## src/rtl/lcd_write_scheduler_if.sv

```systemverilog
// Requester handshakes plus LCD bus for lcd_write_scheduler.
//   master : requester side (drives valid/rs/data, observes ready and bus status)
//   slave  : scheduler side (drives readies, status, LCD control/data lines)
// Signals:
//   reqN_valid/reqN_rs/reqN_data : byte offered by requester N (rs 0=command, 1=data)
//   reqN_ready                   : byte taken this cycle when valid is high
//   busy, init_done, grant       : scheduler status
//   rs, rw, e, lcd_data          : HD44780 bus
interface lcd_write_scheduler_if;
  logic       req0_valid;
  logic       req0_rs;
  logic [7:0] req0_data;
  logic       req0_ready;
  logic       req1_valid;
  logic       req1_rs;
  logic [7:0] req1_data;
  logic       req1_ready;
  logic       busy;
  logic       init_done;
  logic       grant;
  logic       rs;
  logic       rw;
  logic       e;
  logic [7:0] lcd_data;

  modport master (
    output req0_valid, req0_rs, req0_data,
    output req1_valid, req1_rs, req1_data,
    input  req0_ready, req1_ready,
    input  busy, init_done, grant, rs, rw, e, lcd_data
  );

  modport slave (
    input  req0_valid, req0_rs, req0_data,
    input  req1_valid, req1_rs, req1_data,
    output req0_ready, req1_ready,
    output busy, init_done, grant, rs, rw, e, lcd_data
  );
endinterface

```

## src/rtl/lcd_write_scheduler.sv

```systemverilog
// Power-up sequencer and two-requester round-robin arbiter for an HD44780 LCD.
// After reset it waits PWRUP_US, issues the four init commands, then serves
// byte writes from requester 0/1, generating rs/rw/e/lcd_data timing.
// Ports:
//   CLK      : system clock, rising edge
//   reset_n  : asynchronous active-low reset
//   bus      : requester handshakes, status and LCD bus (slave modport)
module lcd_write_scheduler #(
  parameter int unsigned CLK_PER_US = 50,
  parameter int unsigned PWRUP_US   = 50000,
  parameter int unsigned WRITE_US   = 50,
  parameter int unsigned CLEAR_US   = 2000
) (
  input  logic                  CLK,
  input  logic                  reset_n,
  lcd_write_scheduler_if.slave  bus
);

  localparam int unsigned PWRUP_CYC = PWRUP_US * CLK_PER_US;
  localparam int unsigned WRITE_CYC = WRITE_US * CLK_PER_US;
  localparam int unsigned CLEAR_CYC = CLEAR_US * CLK_PER_US;
  localparam int unsigned E_ON      = CLK_PER_US;
  localparam int unsigned E_OFF     = 14 * CLK_PER_US;
  localparam int unsigned MAX_A     = (PWRUP_CYC > CLEAR_CYC) ? PWRUP_CYC : CLEAR_CYC;
  localparam int unsigned MAX_B     = (WRITE_CYC > E_OFF) ? WRITE_CYC : E_OFF;
  localparam int unsigned MAX_CYC   = (MAX_A > MAX_B) ? MAX_A : MAX_B;
  localparam int unsigned CNT_CLOG  = $clog2(MAX_CYC + 1);
  localparam int unsigned CNT_W     = (CNT_CLOG < 1) ? 1 : CNT_CLOG;

  // Init commands are loaded on the edge that leaves PWRUP or ends the
  // previous init write, so the init step itself costs no cycle.
  typedef enum logic [1:0] {
    ST_PWRUP = 2'd0,
    ST_WRITE = 2'd1,
    ST_IDLE  = 2'd2
  } state_e;

  state_e             state_q, state_d;
  logic [CNT_W-1:0]   cnt_q, cnt_d;
  logic               rs_q, rs_d;
  logic [7:0]         data_q, data_d;
  logic               e_q, e_d;
  logic               busy_q, busy_d;
  logic               init_done_q, init_done_d;
  logic               grant_q, grant_d;
  logic [1:0]         init_pos_q, init_pos_d;
  logic               win_c;
  logic               req0_ready_c;
  logic               req1_ready_c;
  logic               wr_long_c;
  logic [CNT_W-1:0]   wr_last_c;

  function automatic logic [7:0] init_cmd(input logic [1:0] idx);
    case (idx)
      2'd0:    init_cmd = 8'h38;
      2'd1:    init_cmd = 8'h0E;
      2'd2:    init_cmd = 8'h01;
      default: init_cmd = 8'h06;
    endcase
  endfunction

  // Clear/home commands need the long settle time
  assign wr_long_c = !rs_q && ((data_q == 8'h01) || (data_q == 8'h02));
  assign wr_last_c = wr_long_c ? CNT_W'(CLEAR_CYC - 1) : CNT_W'(WRITE_CYC - 1);

  // State register
  always_ff @(posedge CLK or negedge reset_n) begin
    if (!reset_n) begin
      state_q     <= ST_PWRUP;
      cnt_q       <= '0;
      rs_q        <= 1'b0;
      data_q      <= 8'h00;
      e_q         <= 1'b0;
      busy_q      <= 1'b1;
      init_done_q <= 1'b0;
      grant_q     <= 1'b0;
      init_pos_q  <= 2'd0;
    end else begin
      state_q     <= state_d;
      cnt_q       <= cnt_d;
      rs_q        <= rs_d;
      data_q      <= data_d;
      e_q         <= e_d;
      busy_q      <= busy_d;
      init_done_q <= init_done_d;
      grant_q     <= grant_d;
      init_pos_q  <= init_pos_d;
    end
  end

  // Next-state, arbitration and registered-output next values
  always_comb begin
    state_d      = state_q;
    cnt_d        = cnt_q + CNT_W'(1);
    rs_d         = rs_q;
    data_d       = data_q;
    grant_d      = grant_q;
    init_pos_d   = init_pos_q;
    init_done_d  = init_done_q;
    win_c        = 1'b0;
    req0_ready_c = 1'b0;
    req1_ready_c = 1'b0;
    e_d          = 1'b0;
    busy_d       = 1'b1;

    case (state_q)
      ST_PWRUP: begin
        if (cnt_q == CNT_W'(PWRUP_CYC - 1)) begin
          state_d    = ST_WRITE;
          cnt_d      = '0;
          rs_d       = 1'b0;
          data_d     = init_cmd(2'd0);
          init_pos_d = 2'd0;
        end
      end
      ST_WRITE: begin
        if (cnt_q == wr_last_c) begin
          cnt_d = '0;
          if (init_done_q || (init_pos_q == 2'd3)) begin
            state_d     = ST_IDLE;
            rs_d        = 1'b0;
            data_d      = 8'h00;
            init_done_d = 1'b1;
          end else begin
            init_pos_d = init_pos_q + 2'd1;
            rs_d       = 1'b0;
            data_d     = init_cmd(init_pos_q + 2'd1);
          end
        end
      end
      ST_IDLE: begin
        cnt_d = '0;
        // Lone requester wins; on contention the one not granted last wins
        win_c = (bus.req0_valid && bus.req1_valid) ? ~grant_q : bus.req1_valid;
        if (bus.req0_valid || bus.req1_valid) begin
          req0_ready_c = ~win_c;
          req1_ready_c = win_c;
          state_d      = ST_WRITE;
          grant_d      = win_c;
          rs_d         = win_c ? bus.req1_rs   : bus.req0_rs;
          data_d       = win_c ? bus.req1_data : bus.req0_data;
        end
      end
      default: begin
        state_d = ST_PWRUP;
        cnt_d   = '0;
      end
    endcase

    // e window is measured from the first cycle of each write
    e_d    = (state_d == ST_WRITE) && (cnt_d >= CNT_W'(E_ON)) && (cnt_d < CNT_W'(E_OFF));
    busy_d = (state_d != ST_IDLE);
  end

  assign bus.req0_ready = req0_ready_c;
  assign bus.req1_ready = req1_ready_c;
  assign bus.busy       = busy_q;
  assign bus.init_done  = init_done_q;
  assign bus.grant      = grant_q;
  assign bus.rs         = rs_q;
  assign bus.rw         = 1'b0;
  assign bus.e          = e_q;
  assign bus.lcd_data   = data_q;

endmodule

```

## src/flat_wrapper.sv

```systemverilog
// flat-port wrapper written by rule: the top's interface ports become plain ports
module lcd_write_scheduler_flat 
#(
  parameter int unsigned CLK_PER_US = 50,
  parameter int unsigned PWRUP_US   = 50000,
  parameter int unsigned WRITE_US   = 50,
  parameter int unsigned CLEAR_US   = 2000
)
  (CLK, reset_n, bus_req0_valid, bus_req0_rs, bus_req0_data, bus_req1_valid, bus_req1_rs, bus_req1_data, bus_req0_ready, bus_req1_ready, bus_busy, bus_init_done, bus_grant, bus_rs, bus_rw, bus_e, bus_lcd_data);
  lcd_write_scheduler_if bus_i ();
  input  logic CLK;
  input  logic reset_n;
  input wire logic [$bits(bus_i.req0_valid)-1:0] bus_req0_valid;
  input wire logic [$bits(bus_i.req0_rs)-1:0] bus_req0_rs;
  input wire logic [$bits(bus_i.req0_data)-1:0] bus_req0_data;
  input wire logic [$bits(bus_i.req1_valid)-1:0] bus_req1_valid;
  input wire logic [$bits(bus_i.req1_rs)-1:0] bus_req1_rs;
  input wire logic [$bits(bus_i.req1_data)-1:0] bus_req1_data;
  output wire logic [$bits(bus_i.req0_ready)-1:0] bus_req0_ready;
  output wire logic [$bits(bus_i.req1_ready)-1:0] bus_req1_ready;
  output wire logic [$bits(bus_i.busy)-1:0] bus_busy;
  output wire logic [$bits(bus_i.init_done)-1:0] bus_init_done;
  output wire logic [$bits(bus_i.grant)-1:0] bus_grant;
  output wire logic [$bits(bus_i.rs)-1:0] bus_rs;
  output wire logic [$bits(bus_i.rw)-1:0] bus_rw;
  output wire logic [$bits(bus_i.e)-1:0] bus_e;
  output wire logic [$bits(bus_i.lcd_data)-1:0] bus_lcd_data;
  assign bus_i.req0_valid = bus_req0_valid;
  assign bus_i.req0_rs = bus_req0_rs;
  assign bus_i.req0_data = bus_req0_data;
  assign bus_i.req1_valid = bus_req1_valid;
  assign bus_i.req1_rs = bus_req1_rs;
  assign bus_i.req1_data = bus_req1_data;
  assign bus_req0_ready = bus_i.req0_ready;
  assign bus_req1_ready = bus_i.req1_ready;
  assign bus_busy = bus_i.busy;
  assign bus_init_done = bus_i.init_done;
  assign bus_grant = bus_i.grant;
  assign bus_rs = bus_i.rs;
  assign bus_rw = bus_i.rw;
  assign bus_e = bus_i.e;
  assign bus_lcd_data = bus_i.lcd_data;
  lcd_write_scheduler #(.CLK_PER_US(CLK_PER_US), .PWRUP_US(PWRUP_US), .WRITE_US(WRITE_US), .CLEAR_US(CLEAR_US)) u_core (.CLK(CLK), .reset_n(reset_n), .bus(bus_i));
endmodule
```

## config.mk

```make
export PLATFORM = sky130hd
export DESIGN_NAME = lcd_write_scheduler_flat
export DESIGN_NICKNAME = d
export VERILOG_FILES = /design/src/rtl/lcd_write_scheduler_if.sv /design/src/rtl/lcd_write_scheduler.sv /design/src/flat_wrapper.sv
export SDC_FILE = /design/constraint.sdc
export NUM_CORES = 1
export LEC_CHECK = 0
export CAP_MARGIN = 0
export CORE_ASPECT_RATIO = 0.75
export CORE_MARGIN = 1
export CORE_UTILIZATION = 45
export CTS_BUF_LIST = sky130_fd_sc_hd__clkbuf_16
export CTS_CLUSTER_DIAMETER = 40
export DETAILED_ROUTE_END_ITERATION = 10
export HOLD_SLACK_MARGIN = 0.05
export PLACE_DENSITY = 0.73
export SKIP_LAST_GASP = 1
export SYNTH_ARGS = -nofsm -noshare
export SYNTH_HDL_FRONTEND = slang
export SYNTH_SLANG_ARGS = --single-unit
```

## constraint.sdc

```tcl
create_clock -name CLK -period 2.3 [get_ports CLK]
set_input_delay 0.46 -clock CLK [delete_from_list [all_inputs] [get_ports CLK]]
set_output_delay 0.46 -clock CLK [all_outputs]
set_load 0.1 [all_outputs]
```

==> run metrics, run 1 <==
die area=roughly 6000 sq um; largest cells by area after synthesis=dfrtp_1 37%, nor2_1 5.2%, xor2_1 5.2%, ha_1 4.9%, nand2_1 4.6%; share of cells above drive strength 1=32.8%; CTS tree=yes; asr flop ratio synth=100%; CP cell instances=buf_4 > nand4_4 > nor4_4 > nand3_1 > nand2_1 > a31oi_1 > or4_4 > a2111oi_4; final net count=394; Die X=between 80 and 90 microns; largest net degree at the start of global routing=40; GR Util met1=39.4%; post-synth top area cell=dfrtp_1; busiest grt layer=met1; status=finished with violations; number of cells on the critical path=8; io pins=38; syn_nets=319; sequential fraction of the synthesis area=38.3%; commonest non-fill, non-tap cell in the layout=buf_4; 1st-iter DRT viols=between 200 and 250; drt wl/cell=15.6 microns; syn_area_per_cell=8.88 sq um; first-pass GRT wire length=10.8 mm; initial antenna violation count=0; worst-margin pin slew=0.869 ns; f_max=0.429 GHz; RR Startpoint=u_core.cnt_q[5]$_DFF_PN0_; reg2reg end=u_core.bus.e$_DFF_PN0_; Top delay family on crit path=simple AND/OR/NAND/NOR gates; Syn Inst Count=287; clk_skew=0.00508 ns; Final Core Density=66.7%; Slew HR=42.1%; Fin Hold WS=0.284 ns; vias in the first global route=2151; Final setup viols=1; clk buf depth=2; clk slew on worst S/H paths=0.06 ns; Core Region=5410 sq um; Post-Syn Area=2550 sq um; Synth Register Bits=39; worst hold-check path type=in -> async; CTS Buf Count=5; Critical-path top delay cell=or4_4; row count=23; top cell type's share of synthesized area=37.3%; vias per inst=5.43; Final period util=101%; Critical Path Sink Type=register; most frequent cells in the layout=63 x buf_4, 34 x nor2_1, 31 x nand2_1, 26 x dfrtp_1, 19 x clkdlybuf4s50_1; DRC viols=0; IO Port Bufs=36; Initial Utilization=47.1%; ant diodes=0; number of hold buffers added after CTS=0; WP data arrival=2.51 ns; clock sinks=39; drt pass-1 iters=5; largest fanout on the critical path=6; final wirelength=6.85 mm; Startpoint Class=register; Critical path buffers and inverters=1; Max Cap Viol=0; FF/Latch Area=997 sq um; critical path class=reg -> reg; Leak=1.63 nW; area of the multi-input gates=1570 sq um; Clock H-tree levels=2; post-layout min period=2.33 ns; data required time of the worst path=2.48 ns; routability congestion estimate=0.952; Vias=2377; Synthesis Warnings=0; number of flops mapped to enable cells by yosys=0; library cells used by synthesis=55; Reg2Reg Depth=8; Synth Flop Type=dfrtp_1; final antenna-violating net count=0; met2 usage=roughly 33%; GRT overflow=0; Tot Pwr=3.61 mW; Die Height=67.2 microns; Slew Viols, Final=0; failing checks=setup timing; post-DP HPWL=around 5.2 mm; final-report hold violation count=0; worst setup margin=-0.0295 ns; Fillers=448; Max VDD drop=around 0.65 mV; RSZ-0062 raised after global routing=yes; area delta synth->final=41.6%; register-to-register setup slack=-0.03 ns; Slowest Stage Delay on Critical Path=0.54 ns; clk_lat worst skew=0.28 ns; Setup Slack @ Placement=-0.168 ns; Total Routing Usage GR=24.7%; Root Driver=clkbuf_16; Power Dens Cells=between 900 and 1000 nW/um^2; met3 global-route usage=4.77%
## power breakdown
part | switching (mW) | internal, mW | leakage [nW]
sequential | 0.139 | 0.846 | 0.504
clock | 0.276 | 0.621 | 0.0900
combinational | 1.17 | 0.559 | 1.03
total | 1.58 | 2.03 | 1.63
## stage by stage
step / area, sq um / cells / TNS [ns]
4_1_cts: 3530 / 436 / 0
2_1_floorplan: 2590 / 287 / 0
6_report: 3610 / 438 / -0.0295
5_1_grt: 3610 / 438 / -0.242
3_3_place_gp: 3290 / 426 / -1.40
3_5_place_dp: 3290 / 426 / -1.16
## layer usage
layer / vias to the layer above / part of all wire [%] / wire, microns
met4: 0 / 1.6 / 111
met1: 1126 / 50 / 3400
met5: - / 0 / 0
li1: 1157 / - / -
met3: 13 / 6.2 / 426
met2: 81 / 43 / 2920
## kinds of logic (layout without fill, tap and decap cells)
logic type	after synthesis	count (layout)	synth area share (%)
compound gates	53	53	14.4
mux	10	10	4.27
simple gates	122	122	25.0
buf+inv	28	104	4.66
xor+xnor	24	24	8.25
other cells	1	1	0.147
fa+ha+maj	10	10	4.91
flops	39	39	38.3
## Yosys cell counts (4+ instances only)
library cell / instances
nor2_1: 35
o21ai_0: 8
dfrtp_1: 38
nor3_1: 5
xor2_1: 15
a31oi_1: 7
nand2_1: 31
and3_1: 4
mux2_2: 7
a21boi_0: 4
inv_1: 10
nor4_1: 4
nand3_1: 14
o21ai_1: 7
buf_2: 8
nand4_1: 8
clkbuf_1: 6
ha_1: 10
a21oi_1: 6
xnor2_1: 9
## state kept, by name (all words and copies together), names as in the netlist
name	cells
u_core.bus.rs	1
u_core.bus.busy	1
u_core.init_pos_q	2
u_core.state_q	2
u_core.bus.lcd_data	8
u_core.cnt_q	22
u_core.bus.grant	1
u_core.bus.e	1
u_core.bus.init_done	1
## how the worst max path moves through the flow
stage | start | endpoint | slack, ns
after floorplan | u_core.cnt_q[2]$_DFF_PN0_ | u_core.bus.e$_DFF_PN0_ | 0.002
after global placement | u_core.cnt_q[9]$_DFF_PN0_ | u_core.bus.e$_DFF_PN0_ | -0.17
after detailed placement | u_core.cnt_q[9]$_DFF_PN0_ | u_core.bus.e$_DFF_PN0_ | -0.17
after CTS | u_core.cnt_q[9]$_DFF_PN0_ | u_core.bus.e$_DFF_PN0_ | 0.003
after global routing | u_core.cnt_q[12]$_DFF_PN0_ | u_core.bus.e$_DFF_PN0_ | -0.11
final | u_core.cnt_q[5]$_DFF_PN0_ | u_core.bus.e$_DFF_PN0_ | -0.03
## worst reg2reg max path, stage by stage, from the launching register on
cell and delay (ns):
dfrtp_1 0.38, buf_4 0.17, nand4_4 0.19, nor4_4 0.35, nand3_1 0.11, nand2_1 0.08
a31oi_1 0.08, or4_4 0.54, a2111oi_4 0.34
## area by class of cell
type / instances / area share [%]
Tap cell: 75 / 2.60
Clock buffer: 5 / 3.47
Multi-Input combinational cell: 220 / 43.4
Sequential cell: 39 / 27.6
Clock inverter: 3 / 1.87
Inverter: 10 / 1.04
Timing Repair Buffer: 86 / 20.0
## repair_timing
item | in CTS | in global routing
gates resized for setup | 8 | 13
setup buffers | 2 | 2
endpoints found under the setup margin | 14 | 15
pin swaps | 2 | 1
Power figures use the tool's default switching activity.
==> run 2: changes to the inputs <==
--- a/config.mk
+++ b/config.mk
@@ -13,7 +13,7 @@
 export CTS_CLUSTER_DIAMETER = 40
 export DETAILED_ROUTE_END_ITERATION = 10
 export HOLD_SLACK_MARGIN = 0.05
-export PLACE_DENSITY = 0.73
+export PLACE_DENSITY = 0.7
 export SKIP_LAST_GASP = 1
 export SYNTH_ARGS = -nofsm -noshare
 export SYNTH_HDL_FRONTEND = slang
==> constraint.sdc (replaced) <==
create_clock -name CLK -period 2.9 [get_ports CLK]
set_input_delay 0.58 -clock CLK [delete_from_list [all_inputs] [get_ports CLK]]
set_output_delay 0.58 -clock CLK [all_outputs]
set_load 0.1 [all_outputs]
==> run metrics, run 2 (same netlist as run 1, synthesis figures left out) <==
CTS tree=yes; post-CTS setup buffer count=0 (-2); Power Dens Cells=851 nW/um^2 (-15%); Final Core Density=58.3% (-8.5 points); Critical Path Sink Type=register; Core Region=5410 sq um (unchanged); Tot Pwr=2.68 mW (-26%); post-layout min period=2.71 ns (+0.385 ns); design area=3150 sq um (-13%); drt wl/cell=14.9 microns (-4.6%); most frequent cells in the layout=38 x dfrtp_1, 35 x nor2_1, 31 x nand2_1, 20 x clkdlybuf4s50_1, 18 x buf_4; ant diodes=0 (unchanged); clk buf depth=2 (unchanged); die area=5970 sq um (unchanged); f_max=0.368 GHz (-14%); Max VDD drop=0.412 mV (-37%); Reg2Reg Depth=8 (unchanged); commonest non-fill, non-tap cell in the layout=dfrtp_1; post-DP HPWL=4.50 mm (-13%); final net count=349 (-11%); Vias=2159 (-9.2%); GRT overflow=0 (unchanged); critical path class=reg -> reg; reg2reg end=u_core.bus.e$_DFF_PN0_; number of hold buffers added after CTS=0 (unchanged); Most flops, register=u_core.cnt_q; Clock H-tree levels=2 (unchanged); DRC viols=0 (unchanged); register-to-register setup slack=0.19 ns (+0.22 ns); Slowest Stage Delay on Critical Path=0.55 ns (about the same); clk_skew=0.00502 ns (-0.0000605 ns); CP cell instances=ha_1 > nand4_1 > nor4_4 > nand3_1 > nand2_1 > a31oi_1 > or4_4 > a2111oi_4; Final period util=93.6% (-7.7 points); IO Port Bufs=36 (unchanged); clock sinks=39 (unchanged); Total Routing Usage GR=21.7% (-3.0 points); vias in the first global route=1841 (-14%); Max Cap Viol=0 (unchanged); worst hold-check path type=in -> async; Final TNS setup=0 ns (+0.0295 ns); RSZ-0062 raised after global routing=no; worst-margin pin slew=0.844 ns (-0.0251 ns); Final setup viols=0 (-1); clk_lat worst skew=0.28 ns (about the same); placed inst area=2950 sq um (-10%); CTS Buf Count=5 (unchanged); final antenna-violating net count=0 (unchanged); clk slew on worst S/H paths=0.06 ns (about the same); number of flip-flops in the largest register=22 (unchanged); Critical-path top delay cell=or4_4; data required time of the worst path=3.07 ns (+0.59 ns); status=completed; RR Startpoint=u_core.cnt_q[0]$_DFF_PN0_; routability congestion estimate=0.871 (-8.5%); final wirelength=5.87 mm (-14%); Slew HR=43.8% (+1.7 points); Slew Viols, Final=0 (unchanged); largest net degree at the start of global routing=40 (unchanged); Fillers=471 (+5.1%); vias per inst=5.49 (+1.2%); area delta synth->final=23.7%; share of cells above drive strength 1=15.1% (-18 points); Root Driver=clkbuf_16; first-pass GRT wire length=9.73 mm (-9.7%); Initial Utilization=47.1% (unchanged); post_cts resized=0 (-8); initial antenna violation count=0 (unchanged); Die Height=67.2 microns (unchanged); WP data arrival=2.89 ns (+0.38 ns); Startpoint Class=register; final-report hold violation count=0 (unchanged); Die X=88.9 microns (unchanged); io pins=38 (unchanged); Leak=1.39 nW (-14%); row count=23 (unchanged); 1st-iter DRT viols=208 (-13%); drt pass-1 iters=4 (-1); largest fanout on the critical path=7 (+1)
run 2: changes by cell type in the layout (fill, tap and decap cells not counted), moves of 2 or more:
cell / before / now
dfrtp_1: 26 / 38
dfrtp_4: 2 / 0
nor4b_1: 0 / 2
buf_4: 63 / 18
xor2_1: 13 / 15
xor2_2: 2 / 0
dfrtp_2: 10 / 0
run 2: worst max-delay path: cells and delay by family, from the launching register on:
kind,cells,cell delay [ns]
adder cells (fa/ha/maj),1,0.30
AND/OR/NAND/NOR,5,1.49
flip-flops,1,0.39
AO/OA/AOI/OAI,2,0.43
run 2: layout make-up:
class	count	area (sq um)	area share, %
Clock buffer	5	125	3.97
Multi-Input combinational cell	220	1470	46.6
Clock inverter	3	67.6	2.14
Tap cell	75	93.8	2.98
Sequential cell	39	977	31.0
Timing Repair Buffer	41	380	12.1
Inverter	10	37.5	1.19
run 2: report_power, final:
group          total, mW  switching, mW  internal, mW
Combinational       1.18          0.837         0.347
Clock              0.703          0.210         0.492
Sequential         0.793          0.136         0.657
Total               2.68           1.18          1.50
run 2: how the worst max path moves through the flow:
stage	endpoint	start	depth (start not counted)	slack [ns]
6_report	u_core.bus.e$_DFF_PN0_	u_core.cnt_q[0]$_DFF_PN0_	8	0.19
2_1_floorplan	bus_req1_ready	u_core.bus.grant$_DFFE_PN0P_	3	0.11
3_5_place_dp	u_core.bus.e$_DFF_PN0_	u_core.cnt_q[0]$_DFF_PN0_	7	0.17
3_3_place_gp	u_core.bus.e$_DFF_PN0_	u_core.cnt_q[0]$_DFF_PN0_	8	0.31
4_1_cts	u_core.bus.e$_DFF_PN0_	u_core.cnt_q[0]$_DFF_PN0_	7	0.16
5_1_grt	u_core.bus.e$_DFF_PN0_	u_core.cnt_q[0]$_DFF_PN0_	8	0.01
run 2: metrics by stage:
step	instances	hold WS, ns	worst slack [ns]
global route	393	0.494	0.0120
finish	393	0.407	0.186
global placement	385	0.468	0.307
detailed placement	385	0.482	0.166
floorplan	287	0.284	0.106
CTS	393	0.445	0.158
run 2: layer usage:
| metal | vias to the layer above | wire length, microns | share of wire, % | GRT usage, % |
|---|---|---|---|---|
| li1 | 1075 | - | - | - |
| met4 | 0 | 65 | 1.1 | 5.24 |
| met5 | - | 0 | 0 | 0 |
| met3 | 6 | 275 | 4.7 | 4.03 |
| met1 | 1008 | 3150 | 54 | 36.8 |
| met2 | 70 | 2380 | 40 | 26.7 |
